<file path="config.mk">
export PLATFORM = sky130hd
export DESIGN_NAME = issue_queue_select_scheduler_flat
export DESIGN_NICKNAME = d
export VERILOG_FILES = /design/src/rtl/issue_queue_select_scheduler_pkg.sv /design/src/rtl/issue_queue_select_scheduler_if.sv /design/src/rtl/issue_queue_select_scheduler_age_matrix.sv /design/src/rtl/issue_queue_select_scheduler.sv /design/src/flat_wrapper.sv
export SDC_FILE = /design/constraint.sdc
export NUM_CORES = 1
export LEC_CHECK = 0
export CORE_ASPECT_RATIO = 0.8
export CORE_UTILIZATION = 63
export CTS_CLUSTER_DIAMETER = 120
export CTS_CLUSTER_SIZE = 20
export DETAILED_ROUTE_END_ITERATION = 10
export PLACE_DENSITY = 0.84
export SYNTH_ARGS = -nofsm -noshare
export SYNTH_HDL_FRONTEND = slang
export SYNTH_SLANG_ARGS = --single-unit
</file>
<file path="constraint.sdc">
create_clock -name clk -period 21.2 [get_ports clk]
set_input_delay 4.24 -clock clk [delete_from_list [all_inputs] [get_ports clk]]
set_output_delay 4.24 -clock clk [all_outputs]
set_load 0.005 [all_outputs]
</file>
<file path="src/rtl/issue_queue_select_scheduler_pkg.sv">
// Shared sizing and path types for the issue-queue select scheduler.
package issue_queue_select_scheduler_pkg;

    localparam int ISSUE_QUEUE_ENTRY_NUM      = 16;
    localparam int ISSUE_QUEUE_DISPATCH_WIDTH = 2;
    localparam int ISSUE_QUEUE_ISSUE_WIDTH    = 2;

    typedef logic [$clog2(ISSUE_QUEUE_ENTRY_NUM)-1:0]   IssueQueueIndexPath;
    typedef logic [ISSUE_QUEUE_ENTRY_NUM-1:0]           IssueQueueOneHotPath;
    typedef logic [$clog2(ISSUE_QUEUE_ENTRY_NUM+1)-1:0] IssueQueueCountPath;

endpackage

</file>
<file path="src/rtl/issue_queue_select_scheduler_if.sv">
// Dispatch, wakeup and issue signals between the pipeline and the issue-queue scheduler.
interface issue_queue_select_scheduler_if
    import issue_queue_select_scheduler_pkg::*;
#(
    parameter int ENTRY_NUM      = ISSUE_QUEUE_ENTRY_NUM,
    parameter int DISPATCH_WIDTH = ISSUE_QUEUE_DISPATCH_WIDTH,
    parameter int ISSUE_WIDTH    = ISSUE_QUEUE_ISSUE_WIDTH
) ();

    localparam int IDX_W = $clog2(ENTRY_NUM);
    localparam int CNT_W = $clog2(ENTRY_NUM + 1);

    logic [DISPATCH_WIDTH-1:0]       dispatchReq;
    logic                            allocatable;
    logic [DISPATCH_WIDTH*IDX_W-1:0] dispatchPtr;
    logic [ENTRY_NUM-1:0]            opReady;
    logic                            issueStall;
    logic [ISSUE_WIDTH-1:0]          selectValid;
    logic [ISSUE_WIDTH*IDX_W-1:0]    selectPtr;
    logic                            flush;
    logic [CNT_W-1:0]                freeCount;

    modport master (
        output dispatchReq, opReady, issueStall, flush,
        input  allocatable, dispatchPtr, selectValid, selectPtr, freeCount
    );

    modport slave (
        input  dispatchReq, opReady, issueStall, flush,
        output allocatable, dispatchPtr, selectValid, selectPtr, freeCount
    );

endinterface

</file>
<file path="src/rtl/issue_queue_select_scheduler_age_matrix.sv">
// Dispatch-order age matrix giving each entry its rank among eligible entries (0 = oldest).
// Built only when RSD_IQ_AGE_SELECT_EN is defined.
`ifdef RSD_IQ_AGE_SELECT_EN
module iq_age_matrix
    import issue_queue_select_scheduler_pkg::*;
#(
    parameter int ENTRY_NUM      = ISSUE_QUEUE_ENTRY_NUM,
    parameter int DISPATCH_WIDTH = ISSUE_QUEUE_DISPATCH_WIDTH
) (
    input  logic                                          clk,
    input  logic                                          rst,
    input  logic                                          flush,
    input  logic [DISPATCH_WIDTH-1:0][ENTRY_NUM-1:0]      allocate,
    input  logic [ENTRY_NUM-1:0]                          valid,
    input  logic [ENTRY_NUM-1:0]                          eligible,
    output logic [ENTRY_NUM-1:0][$clog2(ENTRY_NUM)-1:0]   rank
);

    localparam int IDX_W = $clog2(ENTRY_NUM);

    // older_q[i][j] set means entry i was dispatched before entry j
    logic [ENTRY_NUM-1:0][ENTRY_NUM-1:0] older_q;
    logic [ENTRY_NUM-1:0][ENTRY_NUM-1:0] older_next;
    logic [ENTRY_NUM-1:0]                lower;

    // Lanes are applied in order so a higher lane's column write overrides a lower lane's row clear.
    always_comb begin
        older_next = older_q;
        lower      = '0;
        for (int l = 0; l < DISPATCH_WIDTH; l++) begin
            for (int e = 0; e < ENTRY_NUM; e++) begin
                if (allocate[l][e]) begin
                    older_next[e] = '0;
                    for (int x = 0; x < ENTRY_NUM; x++) begin
                        older_next[x][e] = valid[x] | lower[x];
                    end
                end
            end
            lower = lower | allocate[l];
        end
    end

    always_comb begin
        rank = '0;
        for (int e = 0; e < ENTRY_NUM; e++) begin
            for (int x = 0; x < ENTRY_NUM; x++) begin
                if (eligible[x] && older_q[x][e]) begin
                    rank[e] = rank[e] + IDX_W'(1);
                end
            end
        end
    end

    always_ff @(posedge clk) begin
        if (rst) begin
            older_q <= '0;
        end else if (!flush) begin
            older_q <= older_next;
        end
    end

endmodule
`endif

</file>
<file path="src/rtl/issue_queue_select_scheduler.sv">
// Issue-queue entry allocator and issue select. Default select is lowest-index-first;
// defining RSD_IQ_AGE_SELECT_EN switches to oldest-first through iq_age_matrix.
module issue_queue_select_scheduler
    import issue_queue_select_scheduler_pkg::*;
#(
    parameter int ENTRY_NUM      = ISSUE_QUEUE_ENTRY_NUM,
    parameter int DISPATCH_WIDTH = ISSUE_QUEUE_DISPATCH_WIDTH,
    parameter int ISSUE_WIDTH    = ISSUE_QUEUE_ISSUE_WIDTH
) (
    input logic                          clk,
    input logic                          rst,
    issue_queue_select_scheduler_if.slave bus
);

    localparam int IDX_W = $clog2(ENTRY_NUM);
    localparam int CNT_W = $clog2(ENTRY_NUM + 1);

    // Returns {found, index} of the k-th (0-based) lowest set bit of vec.
    function automatic logic [IDX_W:0] find_kth_one(input logic [ENTRY_NUM-1:0] vec, input int k);
        logic [IDX_W:0] result;
        int             seen;
        result = '0;
        seen   = 0;
        for (int e = 0; e < ENTRY_NUM; e++) begin
            if (vec[e]) begin
                if (seen == k) begin
                    result = {1'b1, IDX_W'(e)};
                end
                seen++;
            end
        end
        return result;
    endfunction

    logic [ENTRY_NUM-1:0]                     valid_q;
    logic [CNT_W-1:0]                         free_count_q;
    logic                                     allocatable;
    logic                                     squash;
    logic [ENTRY_NUM-1:0]                     eligible;
    logic [DISPATCH_WIDTH-1:0][IDX_W:0]       free_hit;
    logic [DISPATCH_WIDTH*IDX_W-1:0]          dispatch_ptr;
    logic [DISPATCH_WIDTH-1:0]                alloc_fire;
    logic [DISPATCH_WIDTH-1:0][ENTRY_NUM-1:0] alloc_onehot;
    logic [ENTRY_NUM-1:0]                     alloc_mask;
    logic [CNT_W-1:0]                         alloc_count;
    logic [ISSUE_WIDTH-1:0][IDX_W:0]          pick;
    logic [ISSUE_WIDTH-1:0]                   select_valid;
    logic [ISSUE_WIDTH*IDX_W-1:0]             select_ptr;
    logic [ENTRY_NUM-1:0]                     issue_mask;
    logic [CNT_W-1:0]                         issue_count;
    int                                       free_count_calc;

    assign squash      = rst | bus.flush;
    assign allocatable = (free_count_q >= CNT_W'(DISPATCH_WIDTH));
    assign eligible    = valid_q & bus.opReady;

    for (genvar i = 0; i < DISPATCH_WIDTH; i++) begin : g_free
        assign free_hit[i] = find_kth_one(~valid_q, i);
    end

    always_comb begin
        dispatch_ptr = '0;
        alloc_fire   = '0;
        alloc_onehot = '0;
        alloc_mask   = '0;
        alloc_count  = '0;
        for (int i = 0; i < DISPATCH_WIDTH; i++) begin
            dispatch_ptr[i*IDX_W +: IDX_W] = free_hit[i][IDX_W-1:0];
            alloc_fire[i] = bus.dispatchReq[i] && allocatable && !bus.flush && free_hit[i][IDX_W];
            alloc_onehot[i][free_hit[i][IDX_W-1:0]] = alloc_fire[i];
            alloc_mask = alloc_mask | alloc_onehot[i];
            if (alloc_fire[i]) begin
                alloc_count = alloc_count + CNT_W'(1);
            end
        end
    end

`ifdef RSD_IQ_AGE_SELECT_EN
    logic [ENTRY_NUM-1:0][IDX_W-1:0] rank;

    iq_age_matrix #(
        .ENTRY_NUM      (ENTRY_NUM),
        .DISPATCH_WIDTH (DISPATCH_WIDTH)
    ) u_age_matrix (
        .clk      (clk),
        .rst      (rst),
        .flush    (bus.flush),
        .allocate (alloc_onehot),
        .valid    (valid_q),
        .eligible (eligible),
        .rank     (rank)
    );

    // Eligible ranks form a dense 0..n-1 sequence, so slot k is simply the entry ranked k.
    always_comb begin
        pick = '0;
        for (int k = 0; k < ISSUE_WIDTH; k++) begin
            for (int e = 0; e < ENTRY_NUM; e++) begin
                if (eligible[e] && rank[e] == IDX_W'(k)) begin
                    pick[k] = {1'b1, IDX_W'(e)};
                end
            end
        end
    end
`else
    for (genvar k = 0; k < ISSUE_WIDTH; k++) begin : g_pick
        assign pick[k] = find_kth_one(eligible, k);
    end
`endif

    always_comb begin
        select_valid = '0;
        select_ptr   = '0;
        issue_mask   = '0;
        issue_count  = '0;
        for (int k = 0; k < ISSUE_WIDTH; k++) begin
            select_valid[k] = pick[k][IDX_W] & ~squash;
            select_ptr[k*IDX_W +: IDX_W] = pick[k][IDX_W-1:0];
            if (select_valid[k] && !bus.issueStall) begin
                issue_mask[pick[k][IDX_W-1:0]] = 1'b1;
                issue_count = issue_count + CNT_W'(1);
            end
        end
    end

    assign free_count_calc = int'(free_count_q) - int'(alloc_count) + int'(issue_count);

    always_ff @(posedge clk) begin
        if (squash) begin
            valid_q      <= '0;
            free_count_q <= CNT_W'(ENTRY_NUM);
        end else begin
            valid_q      <= (valid_q & ~issue_mask) | alloc_mask;
            free_count_q <= CNT_W'(free_count_calc);
        end
    end

    assign bus.allocatable = allocatable;
    assign bus.dispatchPtr = dispatch_ptr;
    assign bus.selectValid = select_valid;
    assign bus.selectPtr   = select_ptr;
    assign bus.freeCount   = free_count_q;

    // Requests against a full queue are dropped; flag them so the dispatcher bug is visible.
    assert property (@(posedge clk) disable iff (rst) !((|bus.dispatchReq) && !allocatable))
        else $warning("dispatchReq dropped while allocatable is low");

    assert property (@(posedge clk) disable iff (squash)
                     (free_count_calc >= 0) && (free_count_calc <= ENTRY_NUM))
        else $error("free entry count out of range");

endmodule

</file>
<file path="src/flat_wrapper.sv">
// flat-port wrapper written by rule: the top's interface ports become plain ports
module issue_queue_select_scheduler_flat import issue_queue_select_scheduler_pkg::*;
#(
    parameter int ENTRY_NUM      = ISSUE_QUEUE_ENTRY_NUM,
    parameter int DISPATCH_WIDTH = ISSUE_QUEUE_DISPATCH_WIDTH,
    parameter int ISSUE_WIDTH    = ISSUE_QUEUE_ISSUE_WIDTH
)
  (clk, rst, bus_dispatchReq, bus_opReady, bus_issueStall, bus_flush, bus_allocatable, bus_dispatchPtr, bus_selectValid, bus_selectPtr, bus_freeCount);
  issue_queue_select_scheduler_if #(.ENTRY_NUM(ENTRY_NUM), .DISPATCH_WIDTH(DISPATCH_WIDTH), .ISSUE_WIDTH(ISSUE_WIDTH)) bus_i ();
  input logic clk;
  input logic rst;
  input wire logic [$bits(bus_i.dispatchReq)-1:0] bus_dispatchReq;
  input wire logic [$bits(bus_i.opReady)-1:0] bus_opReady;
  input wire logic [$bits(bus_i.issueStall)-1:0] bus_issueStall;
  input wire logic [$bits(bus_i.flush)-1:0] bus_flush;
  output wire logic [$bits(bus_i.allocatable)-1:0] bus_allocatable;
  output wire logic [$bits(bus_i.dispatchPtr)-1:0] bus_dispatchPtr;
  output wire logic [$bits(bus_i.selectValid)-1:0] bus_selectValid;
  output wire logic [$bits(bus_i.selectPtr)-1:0] bus_selectPtr;
  output wire logic [$bits(bus_i.freeCount)-1:0] bus_freeCount;
  assign bus_i.dispatchReq = bus_dispatchReq;
  assign bus_i.opReady = bus_opReady;
  assign bus_i.issueStall = bus_issueStall;
  assign bus_i.flush = bus_flush;
  assign bus_allocatable = bus_i.allocatable;
  assign bus_dispatchPtr = bus_i.dispatchPtr;
  assign bus_selectValid = bus_i.selectValid;
  assign bus_selectPtr = bus_i.selectPtr;
  assign bus_freeCount = bus_i.freeCount;
  issue_queue_select_scheduler #(.ENTRY_NUM(ENTRY_NUM), .DISPATCH_WIDTH(DISPATCH_WIDTH), .ISSUE_WIDTH(ISSUE_WIDTH)) u_core (.clk(clk), .rst(rst), .bus(bus_i));
endmodule
</file>
Word-level counts from Yosys, hierarchy flattened
Index checks and enable logic that the tools add are counted.

storage, ports and cells
  register bits = 21
  bits of input ports = 22
  output and inout bits = 24
  word-level logic and storage cells = 296

operators by class
  reductions and logical operators = 44
  bitwise gates (word level) = 13
  eq/ne operators = 30
  muxes and demuxes = 166
  magnitude comparators = 9
  add/subtract/negate cells = 32

operators with widths
  cell                                                               number
  logical NOT 32 bit                                                 30
  equality test 32 x 2 -> 1 bit, second input constant               28
  two-way mux 32 bit                                                 28
  adder 32 x 2 -> 32 bit, second input constant                      26
  two-way mux 5 bit                                                  124
  bitwise AND 16 bit                                                 4
  OR 16 bit                                                          3
  two-way mux 16 bit                                                 2
  inverter 16 bit                                                    2
  < comparator 4 x 5 -> 1 bit, second input constant                 4
  demux 1 bit (select 4 bit)                                         4
  greater-or-equal comparator 4 x 1 -> 1 bit, second input constant  4
  logical AND 1 bit                                                  12
  adder 1 x 1 -> 2 bit, second input constant                        4
  two-way mux 1 bit                                                  8
  adder 5 bit                                                        1
  greater-or-equal comparator 5 x 2 -> 1 bit, second input constant  1
  subtractor 5 bit                                                   1
  bitwise AND 1 bit                                                  2
  equality test 1 bit, second input constant                         2
  logical NOT 1 bit                                                  2
  inverter 1 bit                                                     1
  OR 1 bit                                                           1

Longest topological paths before layout
  depth in word-level cells = 43
  gate-level depth with buffers = 64
  gate-level depth less buffers = 64

Worst setup path after synthesis
Ideal clock, no wire load.

  kind = input to output
  start = input port bus_opReady[0]
  end = output port bus_selectValid[0]
  arrival = 13144 ps
  buffers on the path = 0
  required time = 16960 ps
  cell stages on the path = 53
  path slack = 3816 ps
  cell sequence = and2_1 > inv_1 > ha_1 > and3_1 > nor2_1 > inv_1 > ha_1 > nand3_1 > o21ai_1 > inv_1 > ha_1 > o21a_1 > ha_1 > and3_1 > a31oi_1 > o21ai_1 > ha_1 > o21ai_0 > [17 not listed] > nand2_1 > o21ai_0 > nand2_1 > inv_1 > ha_1 > and3_1 > o21bai_1 > ha_1 > nand3_1 > a31oi_1 > o41ai_2 > o211ai_1 > nor2_1 > o211a_2 > nor2_1 > nand2_1 > nor4_1 > nor2_1

between the ends
  word-level cells in the longest chain between the ends = 34
  elaborated cells on any way between the ends = 77
  classes of those cells = add/sub: 14; mux: 46; bitwise: 2; reduce/logical: 15

RTL lines
  what                                                        line                                                                    source
  from (decl)                                                 flat_wrapper.sv:13                                                      input wire logic [$bits(bus_i.opReady)-1:0] bus_opReady;
  bitwise AND 16 bit (*)                                      issue_queue_select_scheduler.sv:55                                      assign eligible = valid_q & bus.opReady;
  two-way mux 1 bit                                           issue_queue_select_scheduler.sv:25                                      if (vec[e]) begin
  adder 1 x 1 -> 2 bit or logical NOT 32 bit (tied branches)  issue_queue_select_scheduler.sv:29, issue_queue_select_scheduler.sv:26
  two-way mux 32 bit or two-way mux 5 bit (tied branches)     issue_queue_select_scheduler.sv:25, issue_queue_select_scheduler.sv:26
  adder 32 x 2 -> 32 bit, or another cell as far along        issue_queue_select_scheduler.sv:29                                      seen++;
  two-way mux 32 bit or two-way mux 5 bit (tied branches)     issue_queue_select_scheduler.sv:25, issue_queue_select_scheduler.sv:26
  adder 32 x 2 -> 32 bit, or another cell as far along        issue_queue_select_scheduler.sv:29
  two-way mux 32 bit or two-way mux 5 bit (tied branches)     issue_queue_select_scheduler.sv:25, issue_queue_select_scheduler.sv:26
  [18 not listed]                                             --
  adder 32 x 2 -> 32 bit, or another cell as far along        issue_queue_select_scheduler.sv:29
  two-way mux 32 bit or two-way mux 5 bit (tied branches)     issue_queue_select_scheduler.sv:25, issue_queue_select_scheduler.sv:26
  adder 32 x 2 -> 32 bit, or another cell as far along        issue_queue_select_scheduler.sv:29
  two-way mux 32 bit or two-way mux 5 bit (tied branches)     issue_queue_select_scheduler.sv:25, issue_queue_select_scheduler.sv:26
  logical NOT 32 bit or two-way mux 5 bit (tied branches)     issue_queue_select_scheduler.sv:26, issue_queue_select_scheduler.sv:25
  two-way mux 5 bit                                           issue_queue_select_scheduler.sv:26                                      if (seen == k) begin
  two-way mux 5 bit (*)                                       issue_queue_select_scheduler.sv:25
  bitwise AND 1 bit (*)                                       issue_queue_select_scheduler.sv:117                                     select_valid[k] = pick[k][IDX_W] & ~squash;
  to (decl)                                                   flat_wrapper.sv:18                                                      output wire logic [$bits(bus_i.selectValid)-1:0] bus_selectValid;

Mark *: on every way between the ends. The rest lies on a longest branch, timed or not.

Worst setup path after layout
Same ends and word-level chain as after synthesis.

==> impl_metrics.tcl <==
set metrics [dict create \
    syn_inst 1065 \
    fmax_ghz 0.05045 \
    place_area_um2 8264 \
    cts_tree "built" \
    dr_wl_met2_um 8744 \
    synth_warnings 0 \
    synthArstFlopShare_pct 0 \
    dp_hpwl_um 17460 \
    design.core.area_um2 11740 \
    drt-total-wl_um 21430 \
    cts_sinks 21 \
    initial_core_util_pct 65.92 \
    dr.pass1.iters 6 \
    post-place-ws_ns 1.615 \
    fin_crit_ns 19.82 \
    grt_overflow 0 \
    finClkSkew_ns 0.003748 \
    hold_viol 0 \
    crit_path_start_kind "primary input" \
    gp_congestion 0.9959 \
    grt_max_degree 24 \
    crit_type "in2out" \
    slowest_stage "nor4_1" \
    grt_setup_unrepaired "false" \
    clk_path_buf_depth 2 \
    grt_antenna_before_repair 0 \
    numCtsBuffers 3 \
    postLayoutCellArea_um2 8344 \
    slew_violations 0 \
    yosysSeqAreaShare_pct 5.434 \
    port_buffers 45 \
    postSynth.topFlopCell "dfxtp_1" \
    ios 46 \
    slowest_delay_ns 0.72 \
    clock_latency_ns 0.26 \
    ant_nets 0 \
    grt_pass1_vias 7220 \
    post-cts-setup-buffers 0 \
    fillCellCount 1010 \
    hold_buffers 0 \
    fp.dieW_um 125.9 \
    finalSetupViolCount 0 \
    synth_nets 1180 \
    layout_commonest_cell "nand2_1" \
    grt_pass1_wl_um 35490 \
    finalCritPeriodShare_pct 93.49 \
    antenna-diode-count 0 \
    via_per_inst 6.590 \
    syn_area_um2 7736 \
    synth_cell_types 100 \
    ys_seq_elements 21 \
    r2r_start "u_core.valid_q[0]$_SDFF_PP0_" \
    fin_ws_ns 1.380 \
    critPathMaxFanout 7 \
    maxCapViolCount 0 \
    drt-initial-drc-count 870 \
    vias 8132 \
    track_usage_pct 33.78 \
    crit_end "bus_selectValid[0]" \
    reg2reg_slack_ns 7.96 \
    cp.arrival_ns 15.58 \
    fin_nets 1202 \
    worst_path_most_repeated_cell "ha_1" \
    path_clk_slew_ns 0.06 \
    r2r_cells 57 \
    tightest_slew_ns 0.9022 \
    clockRootBuffer "clkbuf_16" \
    dieArea_um2 12730 \
    crit_path_start "bus_opReady[0]" \
    drive_gt1_share_pct 6.814 \
    m1WireLength_um 10320 \
    required_ns 16.96 \
    post_cts_resized 0 \
    wl_met3_um 1976 \
    relSlewSlack_pct 39.42 \
    r2r-end "u_core.bus.freeCount[4]$_SDFF_PP1_" \
    area_delta_synth_final_pct 7.860 \
    synth_edf_count 0 \
    min_from "u_core.valid_q[1]$_SDFF_PP0_" \
    holdCritPathClass "reg2reg" \
    syn_avg_cell_area_um2 7.264 \
    crit_path_end_kind "primary output" \
    final_cell_mix "nand2_1 (109), ha_1 (91), nor2_1 (83), inv_1 (82), nand3_1 (50)" \
    tns_ns 0 \
    status "complete, no violations" \
    route.detailed.drc 0 \
    avgRoutedWirePerCell_um 17.37 \
    die_y_um 101.1 \
    htree_levels 1 \
    worst_hold_slack_ns 0.6041 \
    row_count 35 \
    highest_layer "met4" \
]
==> stage by stage <==
stage	cells	util [%]
2_1_floorplan	1065	-
6_report	1234	71.10
3_3_place_gp	1230	70.42
4_1_cts	1234	71.10
3_5_place_dp	1230	70.42
5_1_grt	1234	71.10
==> critical path: cells and delay by family <==
kind / cells / cell delay [ns]
adders and majority gates: 13 / 3.70
AOI/OAI and AO/OA: 18 / 3.41
and+or+nand+nor: 17 / 2.81
buffers and inverters: 7 / 1.41
==> registers in the layout, indices dropped and copies added (netlist names) <==
signal                cells
u_core.valid_q           16
u_core.bus.freeCount      5
==> synth_stat cells (21+ instances only) <==
library cell,count,area (um^2)
a21oi_1,43,215.2
and2_1,32,200.2
and3_1,29,181.4
clkbuf_1,24,90.09
dfxtp_1,21,420.4
ha_1,91,1139
inv_1,82,307.8
nand2_1,109,409.1
nand3_1,50,250.2
nor2_1,83,311.6
nor2b_1,22,137.6
nor3_1,26,130.1
o21ai_0,34,170.2
xnor2_1,42,367.9
==> cell families (layout without fill, tap and decap cells) <==
| group | count (synthesis) | after routing | synth area share [%] |
|---|---|---|---|
| AOI/OAI and AO/OA | 263 | 263 | 24.68 |
| xor gates and xnor gates | 85 | 85 | 13.67 |
| adders and majority gates | 93 | 93 | 15.24 |
| buffers and inverters | 119 | 140 | 5.903 |
| DFF | 21 | 21 | 5.434 |
| muxes | 23 | 23 | 3.251 |
| and+or+nand+nor | 461 | 461 | 31.83 |
==> worst min-delay path by stage <==
stage	cells past startpoint	slack, ns	to
floorplan	2	0.50	u_core.valid_q[1]$_SDFF_PP0_
detailed placement	2	0.59	u_core.valid_q[1]$_SDFF_PP0_
global placement	2	0.57	u_core.valid_q[1]$_SDFF_PP0_
global route	2	0.62	u_core.valid_q[1]$_SDFF_PP0_
finish	2	0.60	u_core.valid_q[1]$_SDFF_PP0_
CTS	2	0.59	u_core.valid_q[1]$_SDFF_PP0_
==> metal layers <==
layer / track usage (%) / vias to the layer above
li1: - / 3945
met1: 49.26 / 3771
met2: 52.40 / 381
met3: 5.520 / 35
met4: 6.487 / 0
met5: 0 / -
==> cell type report <==
cell class / count / area [um^2] / area share [%]
clock buffers: 3 / 75.07 / 0.8997
inverters: 89 / 334.1 / 4.004
flip-flops and latches: 21 / 420.4 / 5.038
well taps: 148 / 185.2 / 2.219
repair buffers: 47 / 465.4 / 5.578
multi-input cells: 925 / 6859 / 82.20
clock inverters: 1 / 5.005 / 0.05998
Power is left out: the tool's default activity adds up to more than one toggle a clock period on the data nets, which glitch-free logic cannot reach.
